**src/rtl/median_pkg.sv**
```systemverilog
// Shared types and helpers for the 3x3 median filter controller.
// Latency: n/a (declarations only).
// Backpressure: n/a.
// Contents: default pixel width, sorted-column struct, controller state enum,
// scalar 3-input max/min/median helpers at the default pixel width.
package median_pkg;

  localparam int PIX_W_DEF = 8;

  typedef struct packed {
    logic [PIX_W_DEF-1:0] max;
    logic [PIX_W_DEF-1:0] med;
    logic [PIX_W_DEF-1:0] min;
  } sorted_col_t;

  typedef enum logic [1:0] {
    IDLE  = 2'd0,
    RUN   = 2'd1,
    DRAIN = 2'd2
  } state_t;

  function automatic logic [PIX_W_DEF-1:0] max3(input logic [PIX_W_DEF-1:0] a, b, c);
    logic [PIX_W_DEF-1:0] m;
    m = (a >= b) ? a : b;
    return (m >= c) ? m : c;
  endfunction

  function automatic logic [PIX_W_DEF-1:0] min3(input logic [PIX_W_DEF-1:0] a, b, c);
    logic [PIX_W_DEF-1:0] m;
    m = (a <= b) ? a : b;
    return (m <= c) ? m : c;
  endfunction

  function automatic logic [PIX_W_DEF-1:0] med3(input logic [PIX_W_DEF-1:0] a, b, c);
    logic [PIX_W_DEF-1:0] hi;
    logic [PIX_W_DEF-1:0] lo;
    hi = (a >= b) ? a : b;
    lo = (a >= b) ? b : a;
    if (c >= hi)      return hi;
    else if (c <= lo) return lo;
    else              return c;
  endfunction

endpackage

```
**src/rtl/med3_sort.sv**
```systemverilog
// Combinational 3-input unsigned sorter producing max, median and min.
// Latency: 0 cycles (pure combinational).
// Backpressure: none; the caller registers or holds the result.
// Ports: a_i/b_i/c_i operands; max_o/med_o/min_o sorted outputs.
module med3_sort
  import median_pkg::*;
#(
  parameter int PIX_W = PIX_W_DEF
) (
  input  logic [PIX_W-1:0] a_i,
  input  logic [PIX_W-1:0] b_i,
  input  logic [PIX_W-1:0] c_i,
  output logic [PIX_W-1:0] max_o,
  output logic [PIX_W-1:0] med_o,
  output logic [PIX_W-1:0] min_o
);

  logic [PIX_W-1:0] hi_ab;
  logic [PIX_W-1:0] lo_ab;

  always_comb begin
    hi_ab = (a_i >= b_i) ? a_i : b_i;
    lo_ab = (a_i >= b_i) ? b_i : a_i;
    max_o = (hi_ab >= c_i) ? hi_ab : c_i;
    min_o = (lo_ab <= c_i) ? lo_ab : c_i;
    // c either lies above the pair, below it, or between them.
    if (c_i >= hi_ab)      med_o = hi_ab;
    else if (c_i <= lo_ab) med_o = lo_ab;
    else                   med_o = c_i;
  end

endmodule

```
**src/rtl/median_window_ctrl.sv**
```systemverilog
// Frame sequencer and 3-stage pipeline computing the 3x3 window median per interior pixel.
// Latency: 3 advancing cycles from a windowed column beat to out_valid_o; 1 result/cycle sustained.
// Backpressure: a stalled result freezes every stage and counter and drops in_ready_o.
// Ports: clk, rst_n (async active-low), start_i, in_valid_i/in_ready_o + col_top_i/col_mid_i/col_bot_i,
//        out_valid_o/out_ready_i + med_o/out_last_o, busy_o, done_o.
// Build option: MEDIAN_BYPASS_EN adds bypass_i, which replaces a beat's result by its centre pixel.
module median_window_ctrl
  import median_pkg::*;
#(
  parameter int PIX_W  = median_pkg::PIX_W_DEF,
  parameter int WIDTH  = 640,
  parameter int HEIGHT = 480
) (
  input  logic             clk,
  input  logic             rst_n,
  input  logic             start_i,
  input  logic             in_valid_i,
  output logic             in_ready_o,
  input  logic [PIX_W-1:0] col_top_i,
  input  logic [PIX_W-1:0] col_mid_i,
  input  logic [PIX_W-1:0] col_bot_i,
`ifdef MEDIAN_BYPASS_EN
  input  logic             bypass_i,
`endif
  output logic             out_valid_o,
  input  logic             out_ready_i,
  output logic [PIX_W-1:0] med_o,
  output logic             out_last_o,
  output logic             busy_o,
  output logic             done_o
);

  localparam int COL_W = (WIDTH  > 1) ? $clog2(WIDTH)  : 1;
  localparam int ROW_W = (HEIGHT > 1) ? $clog2(HEIGHT) : 1;

  typedef struct packed {
    logic [PIX_W-1:0] max;
    logic [PIX_W-1:0] med;
    logic [PIX_W-1:0] min;
  } col_t;

  state_t            state_q, state_d;
  logic [COL_W-1:0]  col_q, col_d;
  logic [ROW_W-1:0]  row_q, row_d;
  // Column history: h0 newest, h1 centre, h2 oldest.
  col_t              h0_q, h0_d, h1_q, h1_d, h2_q, h2_d;
  logic              s1_vld_q, s1_vld_d, s1_last_q, s1_last_d;
  logic [PIX_W-1:0]  s2_lo_q, s2_lo_d, s2_mi_q, s2_mi_d, s2_hi_q, s2_hi_d;
  logic              s2_vld_q, s2_vld_d, s2_last_q, s2_last_d;
  logic [PIX_W-1:0]  med_q, med_d;
  logic              out_vld_q, out_vld_d, out_last_q, out_last_d;
`ifdef MEDIAN_BYPASS_EN
  // Raw centre-row pixels of h0/h1, needed because the sorted columns lose position.
  logic [PIX_W-1:0]  raw0_q, raw0_d, raw1_q, raw1_d, s2_raw_q, s2_raw_d;
  logic              s1_byp_q, s1_byp_d, s2_byp_q, s2_byp_d;
`endif

  logic adv, in_xfer, out_xfer, col_end, row_end, win;
  col_t new_col;
  logic [PIX_W-1:0] lo_c, mi_c, hi_c, fin_med;
  logic [PIX_W-1:0] lo_nu0, lo_nu1, mi_nu0, mi_nu1, hi_nu0, hi_nu1, fin_nu0, fin_nu1;
  logic unused_sort_bits;

  med3_sort #(.PIX_W(PIX_W)) u_sort_col (
    .a_i(col_top_i), .b_i(col_mid_i), .c_i(col_bot_i),
    .max_o(new_col.max), .med_o(new_col.med), .min_o(new_col.min));

  // Window median = med3(max of mins, med of meds, min of maxes) over sorted columns.
  med3_sort #(.PIX_W(PIX_W)) u_sort_lo (
    .a_i(h0_q.min), .b_i(h1_q.min), .c_i(h2_q.min),
    .max_o(lo_c), .med_o(lo_nu0), .min_o(lo_nu1));
  med3_sort #(.PIX_W(PIX_W)) u_sort_mi (
    .a_i(h0_q.med), .b_i(h1_q.med), .c_i(h2_q.med),
    .max_o(mi_nu0), .med_o(mi_c), .min_o(mi_nu1));
  med3_sort #(.PIX_W(PIX_W)) u_sort_hi (
    .a_i(h0_q.max), .b_i(h1_q.max), .c_i(h2_q.max),
    .max_o(hi_nu0), .med_o(hi_nu1), .min_o(hi_c));
  med3_sort #(.PIX_W(PIX_W)) u_sort_fin (
    .a_i(s2_lo_q), .b_i(s2_mi_q), .c_i(s2_hi_q),
    .max_o(fin_nu0), .med_o(fin_med), .min_o(fin_nu1));

  assign unused_sort_bits = ^{lo_nu0, lo_nu1, mi_nu0, mi_nu1, hi_nu0, hi_nu1, fin_nu0, fin_nu1};

  always_comb begin
    adv        = !out_vld_q || out_ready_i;
    in_ready_o = (state_q == RUN) && adv;
    in_xfer    = in_valid_i && in_ready_o;
    out_xfer   = out_vld_q && out_ready_i;
    col_end    = (col_q == COL_W'(WIDTH - 1));
    row_end    = (row_q == ROW_W'(HEIGHT - 1));
    win        = (row_q >= ROW_W'(2)) && (col_q >= COL_W'(2));

    state_d    = state_q;
    col_d      = col_q;
    row_d      = row_q;
    h0_d       = h0_q;
    h1_d       = h1_q;
    h2_d       = h2_q;
    s1_vld_d   = s1_vld_q;
    s1_last_d  = s1_last_q;
    s2_lo_d    = s2_lo_q;
    s2_mi_d    = s2_mi_q;
    s2_hi_d    = s2_hi_q;
    s2_vld_d   = s2_vld_q;
    s2_last_d  = s2_last_q;
    med_d      = med_q;
    out_vld_d  = out_vld_q;
    out_last_d = out_last_q;
`ifdef MEDIAN_BYPASS_EN
    raw0_d     = raw0_q;
    raw1_d     = raw1_q;
    s2_raw_d   = s2_raw_q;
    s1_byp_d   = s1_byp_q;
    s2_byp_d   = s2_byp_q;
`endif

    case (state_q)
      IDLE: begin
        if (start_i) begin
          state_d = RUN;
          col_d   = '0;
          row_d   = '0;
        end
      end
      RUN: begin
        if (in_xfer) begin
          col_d = col_end ? '0 : col_q + 1'b1;
          if (col_end) row_d = row_end ? '0 : row_q + 1'b1;
          if (col_end && row_end) state_d = DRAIN;
        end
      end
      DRAIN: begin
        if (out_xfer && out_last_q) state_d = IDLE;
      end
      default: state_d = IDLE;
    endcase

    if (adv) begin
      s1_vld_d  = in_xfer && win;
      s1_last_d = in_xfer && col_end && row_end;
      if (in_xfer) begin
        // First column of a row flushes stale history from the previous row.
        if (col_q == '0) begin
          h0_d = new_col;
          h1_d = new_col;
          h2_d = new_col;
        end else begin
          h0_d = new_col;
          h1_d = h0_q;
          h2_d = h1_q;
        end
      end
      s2_lo_d    = lo_c;
      s2_mi_d    = mi_c;
      s2_hi_d    = hi_c;
      s2_vld_d   = s1_vld_q;
      s2_last_d  = s1_last_q;
      med_d      = fin_med;
      out_vld_d  = s2_vld_q;
      out_last_d = s2_last_q;
`ifdef MEDIAN_BYPASS_EN
      if (in_xfer) begin
        s1_byp_d = bypass_i;
        raw0_d   = col_mid_i;
        raw1_d   = (col_q == '0) ? col_mid_i : raw0_q;
      end
      s2_raw_d = raw1_q;
      s2_byp_d = s1_byp_q;
      if (s2_byp_q) med_d = s2_raw_q;
`endif
    end
  end

  always_ff @(posedge clk or negedge rst_n) begin
    if (!rst_n) begin
      state_q    <= IDLE;
      col_q      <= '0;
      row_q      <= '0;
      h0_q       <= '0;
      h1_q       <= '0;
      h2_q       <= '0;
      s1_vld_q   <= 1'b0;
      s1_last_q  <= 1'b0;
      s2_lo_q    <= '0;
      s2_mi_q    <= '0;
      s2_hi_q    <= '0;
      s2_vld_q   <= 1'b0;
      s2_last_q  <= 1'b0;
      med_q      <= '0;
      out_vld_q  <= 1'b0;
      out_last_q <= 1'b0;
`ifdef MEDIAN_BYPASS_EN
      raw0_q     <= '0;
      raw1_q     <= '0;
      s2_raw_q   <= '0;
      s1_byp_q   <= 1'b0;
      s2_byp_q   <= 1'b0;
`endif
    end else begin
      state_q    <= state_d;
      col_q      <= col_d;
      row_q      <= row_d;
      h0_q       <= h0_d;
      h1_q       <= h1_d;
      h2_q       <= h2_d;
      s1_vld_q   <= s1_vld_d;
      s1_last_q  <= s1_last_d;
      s2_lo_q    <= s2_lo_d;
      s2_mi_q    <= s2_mi_d;
      s2_hi_q    <= s2_hi_d;
      s2_vld_q   <= s2_vld_d;
      s2_last_q  <= s2_last_d;
      med_q      <= med_d;
      out_vld_q  <= out_vld_d;
      out_last_q <= out_last_d;
`ifdef MEDIAN_BYPASS_EN
      raw0_q     <= raw0_d;
      raw1_q     <= raw1_d;
      s2_raw_q   <= s2_raw_d;
      s1_byp_q   <= s1_byp_d;
      s2_byp_q   <= s2_byp_d;
`endif
    end
  end

  assign med_o       = med_q;
  assign out_valid_o = out_vld_q;
  assign out_last_o  = out_last_q;
  assign busy_o      = (state_q != IDLE);
  assign done_o      = out_xfer && out_last_q;

endmodule
```
**config.mk**
```make
export PLATFORM = sky130hd
export DESIGN_NAME = median_window_ctrl
export DESIGN_NICKNAME = d
export VERILOG_FILES = /design/src/rtl/median_pkg.sv /design/src/rtl/med3_sort.sv /design/src/rtl/median_window_ctrl.sv
export SDC_FILE = /design/constraint.sdc
export NUM_CORES = 1
export LEC_CHECK = 0
export ABC_AREA = 1
export CORE_MARGIN = 1
export CORE_UTILIZATION = 58
export CTS_CLUSTER_DIAMETER = 50
export DETAILED_ROUTE_END_ITERATION = 12
export MAX_ROUTING_LAYER = met4
export PLACE_DENSITY = 0.85
export SLEW_MARGIN = 40
export SYNTH_ARGS = -nofsm -noshare
export SYNTH_HDL_FRONTEND = slang
export SYNTH_SLANG_ARGS = --single-unit
export TNS_END_PERCENT = 5
```
**constraint.sdc**
```tcl
create_clock -name clk -period 8.4 [get_ports clk]
set_input_delay 1.68 -clock clk [delete_from_list [all_inputs] [get_ports clk]]
set_output_delay 1.68 -clock clk [all_outputs]
set_load 0.005 [all_outputs]
```
Word-level counts from Yosys, hierarchy flattened:

Index checks and enable logic that the tools add are counted.

* register bits: 131
* latch bits: 0
* bits in writable memories: 0
* memory bits (read-only): 0
* input port bits: 29
* output and inout port bits: 13
* word-level logic and storage cells: 103
* memories kept: 0

* $add $sub $neg: 2
* multipliers: 0
* div/mod/pow operators: 0
* magnitude comparators: 17
* eq/ne operators: 9
* shifts and indexed selects: 0
* multiplexer cells: 34
* bitwise operators: 0
* reduce and logical (&&, ||, !) cells: 19

Operators by type and width (number)
* $mux W8: 18
* $ge A8 B8 Y1: 10
* $mux W24: 2
* $le A8 B8 Y1: 5
* $mux W9: 4
* $mux W10: 3
* $pmux W10 S2: 1
* $pmux W9 S2: 1
* $add A10 B1 Y10 const B: 1
* $eq A10 B10 Y1 const B: 1
* $ge A10 B2 Y1 const B: 1
* $logic_not A10 Y1: 1
* $add A9 B1 Y9 const B: 1
* $eq A9 B9 Y1 const B: 1
* $ge A9 B2 Y1 const B: 1
* $logic_and A1 B1 Y1: 9
* $mux W2: 4
* $ne A2 B2 Y1 const B: 4
* $reduce_and A4 Y1: 2
* $pmux W2 S3: 1
* $reduce_bool A2 Y1: 2
* $reduce_and A3 Y1: 1
* $eq A2 B1 Y1 const B: 1
* $eq A2 B2 Y1 const B: 1
* other kinds (5): 5

Depth between registers and ports, before layout:

Gate-level depths: netlist (run 1).

* depth in word-level cells: 6
* depth in mapped cells: 26
* depth with buffers taken out: 25

By module:

A second synthesis (run 1) with hierarchy kept.

* cell total of the unflattened synthesis: 2089
* area total of the unflattened synthesis: 13658.1 µm²

Modules (own cells, without submodules)
* median_window_ctrl: times used 1, cells an instance 781, area an instance 6082.1 µm², sequential area each 3278.1 µm²
* med3_sort (u_sort_col ...): times used 2, cells an instance 274, area an instance 1502.7 µm², sequential area each 0.0 µm²
* med3_sort (u_sort_fin): times used 1, cells an instance 245, area an instance 1591.5 µm², sequential area each 0.0 µm²
* med3_sort (u_sort_mi): times used 1, cells an instance 274, area an instance 1519.0 µm², sequential area each 0.0 µm²
* med3_sort (u_sort_lo): times used 1, cells an instance 241, area an instance 1460.2 µm², sequential area each 0.0 µm²

Worst setup path before layout (run 1):

Ideal clock, no wire load.

* path type: input-to-reg
* start: in col_mid_i[7]
* end: reg h2_q[17] (netlist name)
* library setup time: 139 ps
* data arrival time: 4102 ps
* required time: 8261 ps
* path slack: 4159 ps
* cell stages on the path: 20
* path buffers: 2
* path through: inv_1 ha_1 nand2_1 inv_1 nor2_1 o21a_1 buf_4 buf_2 nand3_1 nand2_1 inv_1 ha_1 a21oi_1 nor2_1 nor2_1 nand3_2 inv_1 nand2_1 nand3_1 a22oi_1

* longest elaborated chain between the ends: 5

RTL lines
* from (decl): line median_window_ctrl.sv:20 `input logic [PIX_W-1:0] col_mid_i,`
* $ge A8 B8 Y1: line med3_sort.sv:22 `hi_ab = (a_i >= b_i) ? a_i : b_i;`
* $mux W8 (*): line med3_sort.sv:22
* $ge A8 B8 Y1: line med3_sort.sv:24 `max_o = (hi_ab >= c_i) ? hi_ab : c_i;`
* $mux W8 (*): line med3_sort.sv:24
* $mux W24 (*): line median_window_ctrl.sv:143 `if (col_q == '0) begin`
* to (signal assigned): line median_window_ctrl.sv:181 `h2_q <= '0;`
* to (signal assigned): line median_window_ctrl.sv:205 `h2_q <= h2_d;`
* to (decl): line median_window_ctrl.sv:46 `col_t h0_q, h0_d, h1_q, h1_d, h2_q, h2_d;`

Every way passes the cells marked *; elsewhere a longest branch is shown, timed or not.
A chain may end at the register's enable or synchronous reset.

Worst setup path in the final report (run 1):

* start: in out_ready_i
* end: out in_ready_o

* longest elaborated chain between the ends: 2

RTL lines
* from (decl): line median_window_ctrl.sv:26 `input logic out_ready_i,`
* $logic_or A1 B1 Y1: line median_window_ctrl.sv:85 `adv = !out_vld_q || out_ready_i;`
* $logic_and A1 B1 Y1: line median_window_ctrl.sv:86 `in_ready_o = (state_q == RUN) && adv;`
* to (decl): line median_window_ctrl.sv:18 `output logic in_ready_o,`

Every way passes these cells.

==> key figures, run 1 <==
Logic synthesis
  – Net Count, Synth: roughly 1,600
  – Post-synth top area share: 31.4%
  – Post-Syn Instances: ~1,500
  – Unique cell type count in the Yosys netlist: 49
  – Syn. warnings: 0
  – Main area contributors after synthesis: dfrtp_1 (31%), nand2_1 (15%), ha_1 (13%), inv_1 (7.2%), nand3_1 (6.9%)
  – Post-synthesis sequential element count: 131
  – Syn_area_per_cell: between 7 and 8 sq um
  – EDFF count, synth: 0
  – Seq/Total Area, Yosys: around a third
  – Predominant post-synthesis flop cell: dfrtp_1
  – Mapped Area: about 10,000 sq um
  – Async S/R FF share, synth: 100%
  – Leading area contributor after synthesis: dfrtp_1

STA
  – Final setup fails: 0
  – Slew margin rel.: 45.1%
  – Final Hold Viols: 0
  – RSZ-0062 raised after global routing: false
  – Fin crit period: between 5 and 6 ns
  – FMAX: between 150 and 200 MHz
  – Setup_tns: 0 ns
  – Final Skew: between 0.015 and 0.02 ns
  – Tcrit/Tclk final: ~64%
  – Slew Viols, Final: 0
  – Slew @ Worst Pin: ~0.82 ns

Placement
  – Cell count after placement: ~1,700
  – Post-DP HPWL: between 15,000 and 20,000 microns
  – DP Area: around 11,000 sq um
  – Routability Congestion: roughly 0.94
  – PortBufs: 41

Floorplan
  – Initial Utilization: about three fifths
  – Core Box Area: 17,400 sq um
  – Die Width: between 100 and 150 microns
  – Ports: 42
  – Die height: approximately 140 microns
  – Die ar.: 18,500 sq um
  – Row cnt: between 40 and 50

Layout
  – Flip-flop and latch area: around 3300 sq um
  – Most common cell after layout, fill and taps aside: nand2_1
  – Filler Cell Count: roughly 1,500
  – Layout cell share with drive strength beyond 1: around 5%
  – Post-route cell area: around 12,000 sq um
  – Commonest non-fill, non-tap cells in the layout: nand2_1 (430), inv_1 (199), nand3_1 (143)
  – Fin nets: between 1,500 and 2,000
  – Non-filler cells, final: 1,723
  – Inserted Diodes: 0
  – Multi-input gate area: just over 6000 sq um
  – Area growth, synth to finish: 10.4%

Min path
  – Worst hold path class: reg2reg

Clock tree
  – Worst-path clk slew: 0.06 ns
  – CTS Root Cell: clkbuf_16
  – Setup Buffers After CTS: 0
  – H-tree depth: 4
  – CTS resizes: 0
  – Total CTS buffers: 17
  – Max clock buf depth: 2
  – Cts hold-fix bufs: 0
  – CTS Sinks: 131
  – CTS tree: built
  – Skew-Pair Late Insertion Delay: 0.43 ns

Detailed routing
  – Final wirelength: approximately 27,000 microns
  – Routed length per instance: between 15 and 20 microns
  – DR vias: roughly 10,000
  – First DRT Iteration DRCs: roughly 960
  – Vias/cell: approximately 5.8
  – Drt drc: 0
  – DRT antenna net count: 0
  – Initial DRT Pass Iterations: 6

GRT
  – Overflow after GRT: 0
  – Vias in the first global route: between 9,000 and 10,000
  – Initial antenna violation count: 0
  – Pin count of the biggest net entering global routing: 108
  – First-pass GRT wire length: about 45,000 microns
  – Aggregate global-route resource usage: between 30% and 40%

Critical path
  – Reg2Reg Depth: 18
  – Crit end category: primary output
  – CP peak stage delay: 0.51 ns
  – Crit path capture: in_ready_o
  – Setup crit start kind: primary input
  – CP arrival: between 3 and 4 ns
  – Worst reg2reg startpoint: h1_q[15]
  – Reg2reg setup slack: between 4 and 5 ns
  – Most frequent CP cell: clkdlybuf4s50_1
  – CP max stage cell: clkdlybuf4s50_1
  – Crit Path Category: in2out
  – Required @ worst endpoint: ~6.7 ns
  – Crit path max fanout: 39
  – Crit-path cells: clkdlybuf4s50_1 > inv_1 > nand2_1 > buf_4 > inv_2 > nor2_8 > clkdlybuf4s50_1
  – Critical Path Start: out_ready_i
  – R2r endpoint: s2_mi_q[3]

Run
  – Max_cap viols: 0

Outcome
  – Status: finished, final reports clean
==> cells in the mapped netlist, types with 2 or more instances <==
| cell | count |
|---|---|
| o211ai_1 | 15 |
| nand3b_1 | 4 |
| and2_1 | 18 |
| nand2_2 | 5 |
| o21a_1 | 12 |
| a2bb2oi_1 | 2 |
| clkbuf_1 | 22 |
| a21o_1 | 2 |
| xor2_1 | 3 |
| nor3_1 | 7 |
| inv_1 | 199 |
| buf_4 | 6 |
| nor4_1 | 2 |
| nand3_1 | 144 |
| nand2_4 | 2 |
| a21boi_1 | 6 |
| nand2_1 | 430 |
| or2_2 | 5 |
| nand4_2 | 4 |
| a21oi_1 | 113 |
| o21ai_0 | 46 |
| a22oi_1 | 28 |
| nand3_2 | 4 |
| o31ai_1 | 2 |
| nand4_1 | 62 |
| ha_1 | 109 |
| buf_2 | 17 |
| dfrtp_1 | 131 |
| nor2_8 | 2 |
| nor2_1 | 41 |
| inv_2 | 6 |
| buf_6 | 2 |
==> final cells by class <==
cell class | instances | area share (%)
Timing Repair Buffer | 46 | 3.93
Clock buffer | 22 | 3.95
Multi-Input combinational cell | 1082 | 53.3
Tap cell | 225 | 2.45
Sequential cell | 131 | 28.5
Clock inverter | 10 | 1.10
Inverter | 207 | 6.77
==> per-stage QoR <==
stage | hold WS, ns | worst slack, ns | util [%]
floorplan | 0.420 | 4.16 | -
global placement | 0.432 | 3.04 | 62.7
detailed placement | 0.453 | 3.01 | 62.8
CTS | 0.468 | 3.01 | 66.1
global route | 0.498 | 2.87 | 66.1
finish | 0.468 | 3.01 | 66.1
==> worst max-delay path: cells and delay by family <==
family | cells | cell delay (ns)
buffers and inverters | 5 | 1.76
AND/OR/NAND/NOR | 2 | 0.26
==> per-layer routing <==
metal | routed length, microns | GRT usage (%) | vias to the layer above
met1 | 11800 | 41.6 | 4605
met4 | 708 | 11.2 | 0
met3 | 1640 | 3.80 | 69
met5 | 0 | - | -
met2 | 12500 | 49.7 | 376
li1 | - | - | 4939
==> flip-flops by register name, indices dropped and copies added, names as in the netlist <==
signal	cells
col_q	10
h0_q	24
h1_q	24
h2_q	24
med_o	8
out_last_o	1
out_valid_o	1
row_q	9
s1_last_q	1
s1_vld_q	1
s2_hi_q	8
s2_last_q	1
s2_lo_q	8
s2_mi_q	8
s2_vld_q	1
state_q	2
==> worst min path at each step <==
stage	start	end	slack (ns)	cells past startpoint
floorplan	s2_vld_q	out_valid_o	0.42	2
global placement	s2_vld_q	out_valid_o	0.43	2
detailed placement	s2_vld_q	out_valid_o	0.45	2
CTS	s2_vld_q	out_valid_o	0.47	2
global route	s2_last_q	s2_last_q	0.50	2
finish	s2_vld_q	out_valid_o	0.47	2
==> kinds of logic (layout without fill, tap and decap cells) <==
family	Yosys count	after routing	synth area share, %
buf+inv	255	285	9.77
simple gates	736	736	32.2
fa+ha+maj	109	109	13.1
flops	131	131	31.4
compound gates	234	234	13.2
xor+xnor	3	3	0.252
Power of run 1 is not shown: default switching activity piles up to over one toggle a cycle in this logic, so the estimate is an artifact.
==> run 2: changes to the inputs <==
clock period = 5.5 ns   (was 8.4 ns; I/O delays follow)
==> run 2 against run 1 <==
- worst setup slack worse by 2.0 ns
- worst hold slack worse by 0.011 ns
- register-to-register slack worse by 3.0 ns
- final cell count unchanged
- die area unchanged
- sequential share of layout area down 0.14 points
- via count up 0.54%
- flip-flop and latch count unchanged
- clock skew down 0.0031 ns
==> key figures, run 2 (synthesis results as in run 1) <==
Floorplan
  – Ports: 42
  – Die Width: 136 microns
  – Core Box Area: between 15,000 and 20,000 sq um
  – Die ar.: 18,500 sq um
  – Initial Utilization: ~60%
  – Die height: 136 microns
  – Row cnt: 48

Clock tree
  – Skew-Pair Late Insertion Delay: 0.43 ns
  – CTS tree: built
  – CTS Root Cell: clkbuf_16
  – Cts hold-fix bufs: 0
  – Max clock buf depth: 2
  – Setup Buffers After CTS: 0
  – Total CTS buffers: 17
  – CTS resizes: 0
  – Worst-path clk slew: 0.06 ns
  – CTS Sinks: about 130
  – H-tree depth: 4

Layout
  – Layout cell share with drive strength beyond 1: about 5.1%
  – Most common cell after layout, fill and taps aside: nand2_1
  – Inserted Diodes: 0
  – Commonest non-fill, non-tap cells in the layout: nand2_1 (430), inv_1 (199), nand3_1 (143)
  – Area growth, synth to finish: 11.0%
  – Fin nets: approximately 1,600
  – Biggest regs: h0_q x24, h1_q x24, h2_q x24

GRT
  – Vias in the first global route: 9,525
  – Initial antenna violation count: 0
  – First-pass GRT wire length: 45,000 microns
  – Pin count of the biggest net entering global routing: 85
  – Aggregate global-route resource usage: 31.4%
  – Overflow after GRT: 0

Placement
  – Routability Congestion: about 0.98
  – Post-DP HPWL: 19,500 microns
  – PortBufs: 41

Detailed routing
  – First DRT Iteration DRCs: ~770
  – Initial DRT Pass Iterations: 5
  – Drt drc: 0
  – Routed length per instance: roughly 15 microns
  – DRT antenna net count: 0
  – DR vias: approximately 10,000
  – Final wirelength: ~27,000 microns
  – Vias/cell: 5.83

STA
  – Final Skew: approximately 0.013 ns
  – Tcrit/Tclk final: between 80 and 90%
  – Slew Viols, Final: 0
  – Final Hold Viols: 0
  – FMAX: about 220 MHz
  – Final setup fails: 0
  – RSZ-0062 raised after global routing: false
  – Fin crit period: 4.45 ns
  – Slew margin rel.: 50.4%
  – Slew @ Worst Pin: between 0.7 and 0.8 ns
  – Setup_tns: 0 ns

Critical path
  – Crit Path Category: in2reg
  – Crit path max fanout: 17
  – Worst reg2reg startpoint: h1_q[15]
  – CP arrival: roughly 4.8 ns
  – Setup crit start kind: primary input
  – Reg2reg setup slack: 1.29 ns
  – Reg2Reg Depth: 18
  – Required @ worst endpoint: slightly below 6 ns
  – Crit end category: flop
  – R2r endpoint: s2_mi_q[3]

Min path
  – Worst hold path class: reg2reg
  – WHS Endpoint: out_valid_o
  – Hold path depth: 2
  – Hold path startpoint: s2_vld_q

Outcome
  – Status: finished, final reports clean

Run
  – Max_cap viols: 0
==> run 2: final cells by class <==
cell class | count | area [sq um]
Timing Repair Buffer | 46 | 452
Fill cell | 1516 | 5850
Inverter | 207 | 779
Clock buffer | 17 | 425
Multi-Input combinational cell | 1082 | 6140
Sequential cell | 131 | 3280
Tap cell | 225 | 282
Clock inverter | 15 | 215
==> run 2: per-stage QoR <==
stage	worst slack (ns)	utilization (%)	area, sq um	instances	hold slack (ns)
final	1.05	66.4	11600	1723	0.458
after global routing	0.760	66.4	11600	1723	0.481
after CTS	1.15	66.4	11600	1723	0.457
after detailed placement	0.710	62.7	10900	1691	0.443
after global placement	0.825	62.7	10900	1691	0.434
after floorplan	1.84	-	10400	1468	0.420
==> run 2: how the worst max path moves through the flow <==
stage,start,end,slack [ns],depth (start not counted)
floorplan,col_mid_i[7],h2_q[17],1.84,20
global placement,col_mid_i[7],h2_q[3],0.83,20
detailed placement,col_mid_i[7],h1_q[19],0.71,18
CTS,col_mid_i[7],h1_q[19],1.15,18
global route,col_mid_i[7],h1_q[22],0.76,20
finish,col_mid_i[7],h2_q[13],1.05,20
==> run 2: critical path: stages <==
cell	delay, ns
clkdlybuf4s50_1	0.49
inv_1	0.07
ha_1	0.29
nand2_1	0.08
inv_1	0.04
nor2_1	0.08
o21a_1	0.50
nand2_4	0.21
nand2_1	0.16
nand2_1	0.11
inv_1	0.07
ha_1	0.24
a21o_1	0.19
nor2_2	0.32
nand3_2	0.23
nand3_1	0.15
nand2_1	0.06
nand2_1	0.08
nand2_1	0.10
a21oi_1	0.21
==> run 2: per-layer routing <==
layer  vias up  track usage (%)  routed length [microns]
met4         0             12.2                      578
met2       356             49.2                    12600
met1      4686             41.0                    11900
li1       4941                -                        -
met5         -                -                        0
met3        60             4.59                     1590
Power of run 2 is left out for the same reason.
==> RTL edit, RTL diff (flow settings as in run 2) <==
Re-encode `state_t` (3 states) as one-hot, 3 bits wide.
--- a/src/rtl/median_pkg.sv
+++ b/src/rtl/median_pkg.sv
@@ -13,10 +13,10 @@
     logic [PIX_W_DEF-1:0] min;
   } sorted_col_t;
 
-  typedef enum logic [1:0] {
-    IDLE  = 2'd0,
-    RUN   = 2'd1,
-    DRAIN = 2'd2
+  typedef enum logic [2:0] {
+    IDLE  = 3'b001,
+    RUN   = 3'b010,
+    DRAIN = 3'b100
   } state_t;
 
   function automatic logic [PIX_W_DEF-1:0] max3(input logic [PIX_W_DEF-1:0] a, b, c);
Function: no difference found for any inputs over 4 cycles, from zero or initial values and one cycle with rst_n low; so few cycles prove little.
==> RTL edit against run 2 <==
Worst setup slack worse by 0.20 ns; critical path depth unchanged; critical endpoint is now h1_q[1]$_DFFE_PN0P_; via count up 0.46%; wire length down 0.32%; synthesized area down 0.65%; cell count up 0.70%; highest routed layer unchanged; sequential share of layout area up 0.35 points; worst hold slack worse by 0.0038 ns; design area down 0.44%; sequential cell count up 1.
Power is not shown: default switching activity piles up to over one toggle a cycle in this logic, so the estimate is an artifact.
==> RTL edit: results (changes against run 2) <==
* CP Data Arrival Time at 4.97 ns (was 4.78 ns)
* Share of the yosys chip area belonging to registers at 31.9% (was 31.4%)
* Clk cell area share at 5.42% (was 5.54%)
* Detailed Route WL at 26.6 mm (about the same)
* Area after DPL at 0.0109 mm² (about the same)
* Status: complete, no violations (unchanged)
* Synthesized Nets at 1617 (was 1606)
* Post-synth cell types at 43 (was 49)
* First-pass GRT wire length at 44.9 mm (was 45.0 mm)
* # clk buffers at 19 (was 17)
* Clock Skews at 0.00854 ns (was 0.0131 ns)
* GPL Wtd Cong at 0.991 (was 0.981)
* Drt first pass iters at 7 (was 5)
* Post-route cell area at 0.0115 mm² (was 0.0116 mm²)
* Slew HR at 52.4% (was 50.4%)
* Vias in the first global route at 9493 (was 9525)
* CP max-delay cell: clkdlybuf4s50_1 (was o21a_1)
* Total Routing Usage GR at 31.7% (was 31.4%)
* Mean Syn Cell Area at 7.00 µm² (was 7.10 µm²)
* Multi-input gate area at 0.00606 mm² (was 0.00614 mm²)
* Iter 0 DRT Violations at 976 (was 772)
* Clock sinks at 132 (was 131)
* Maximum number of pins on one net before global-route repair at 91 (was 85)
* Layout cells sized above 1 at 4.70% (was 5.14%)
* Register share of the cell area at 28.7% (was 28.3%)
* Final HPWL DP at 19.3 mm (was 19.5 mm)
## RTL edit: changes by cell type after synthesis, moves of 6 or more
| cell | change |
|---|---|
| a21boi_1 | -6 |
| a21oi_1 | +8 |
| buf_1 | +6 |
| nand3_1 | -7 |
| nor2_1 | +21 |
| o21ai_1 | +6 |
## RTL edit: cells by family (layout without fill, tap and decap cells)
logic type / count (synthesis) / count (layout) / share of synthesized area, %
simple gates: 750 / 750 / 32.3
compound gates: 232 / 232 / 12.9
xor+xnor: 1 / 1 / 0.0846
buf+inv: 255 / 286 / 9.69
flops: 132 / 132 / 31.9
fa+ha+maj: 109 / 109 / 13.2
## RTL edit: worst paths after layout
check / start / end / slack (ns) / cells after the start
worst max-delay path: col_mid_i[1] / h1_q[1]$_DFFE_PN0P_ / 0.86 / 20
worst min-delay path: s2_vld_q$_DFFE_PN0N_ / out_valid_o$_DFFE_PN0N_ / 0.45 / 2
worst max register to register: h1_q[15]$_DFFE_PN0P_ / s2_mi_q[0]$_DFFE_PN0N_ / 1.47 / 23
worst min register to register: s2_vld_q$_DFFE_PN0N_ / out_valid_o$_DFFE_PN0N_ / 0.45 / 2
max in group asynchronous: rst_n / s2_mi_q[0]$_DFFE_PN0N_ / 3.63 / 2
min in group asynchronous: rst_n / h2_q[11]$_DFFE_PN0P_ / 0.71 / 1
## RTL edit: tightest hold or removal path: cells and delay by family, from the launching register on
kind	cells	cell delay [ns]
flops	1	0.32
buf+inv	1	0.04
simple gates	1	0.06
## RTL edit: metal layers
metal / vias up / wire [µm] / part of all wire [%] / global-route usage, %
li1: 4980 / - / - / -
met1: 4654 / 11700 / 44 / 41.3
met2: 379 / 12400 / 47 / 48.5
met3: 76 / 1630 / 6.1 / 4.86
met4: 0 / 873 / 3.3 / 14.2
met5: - / 0 / 0 / -
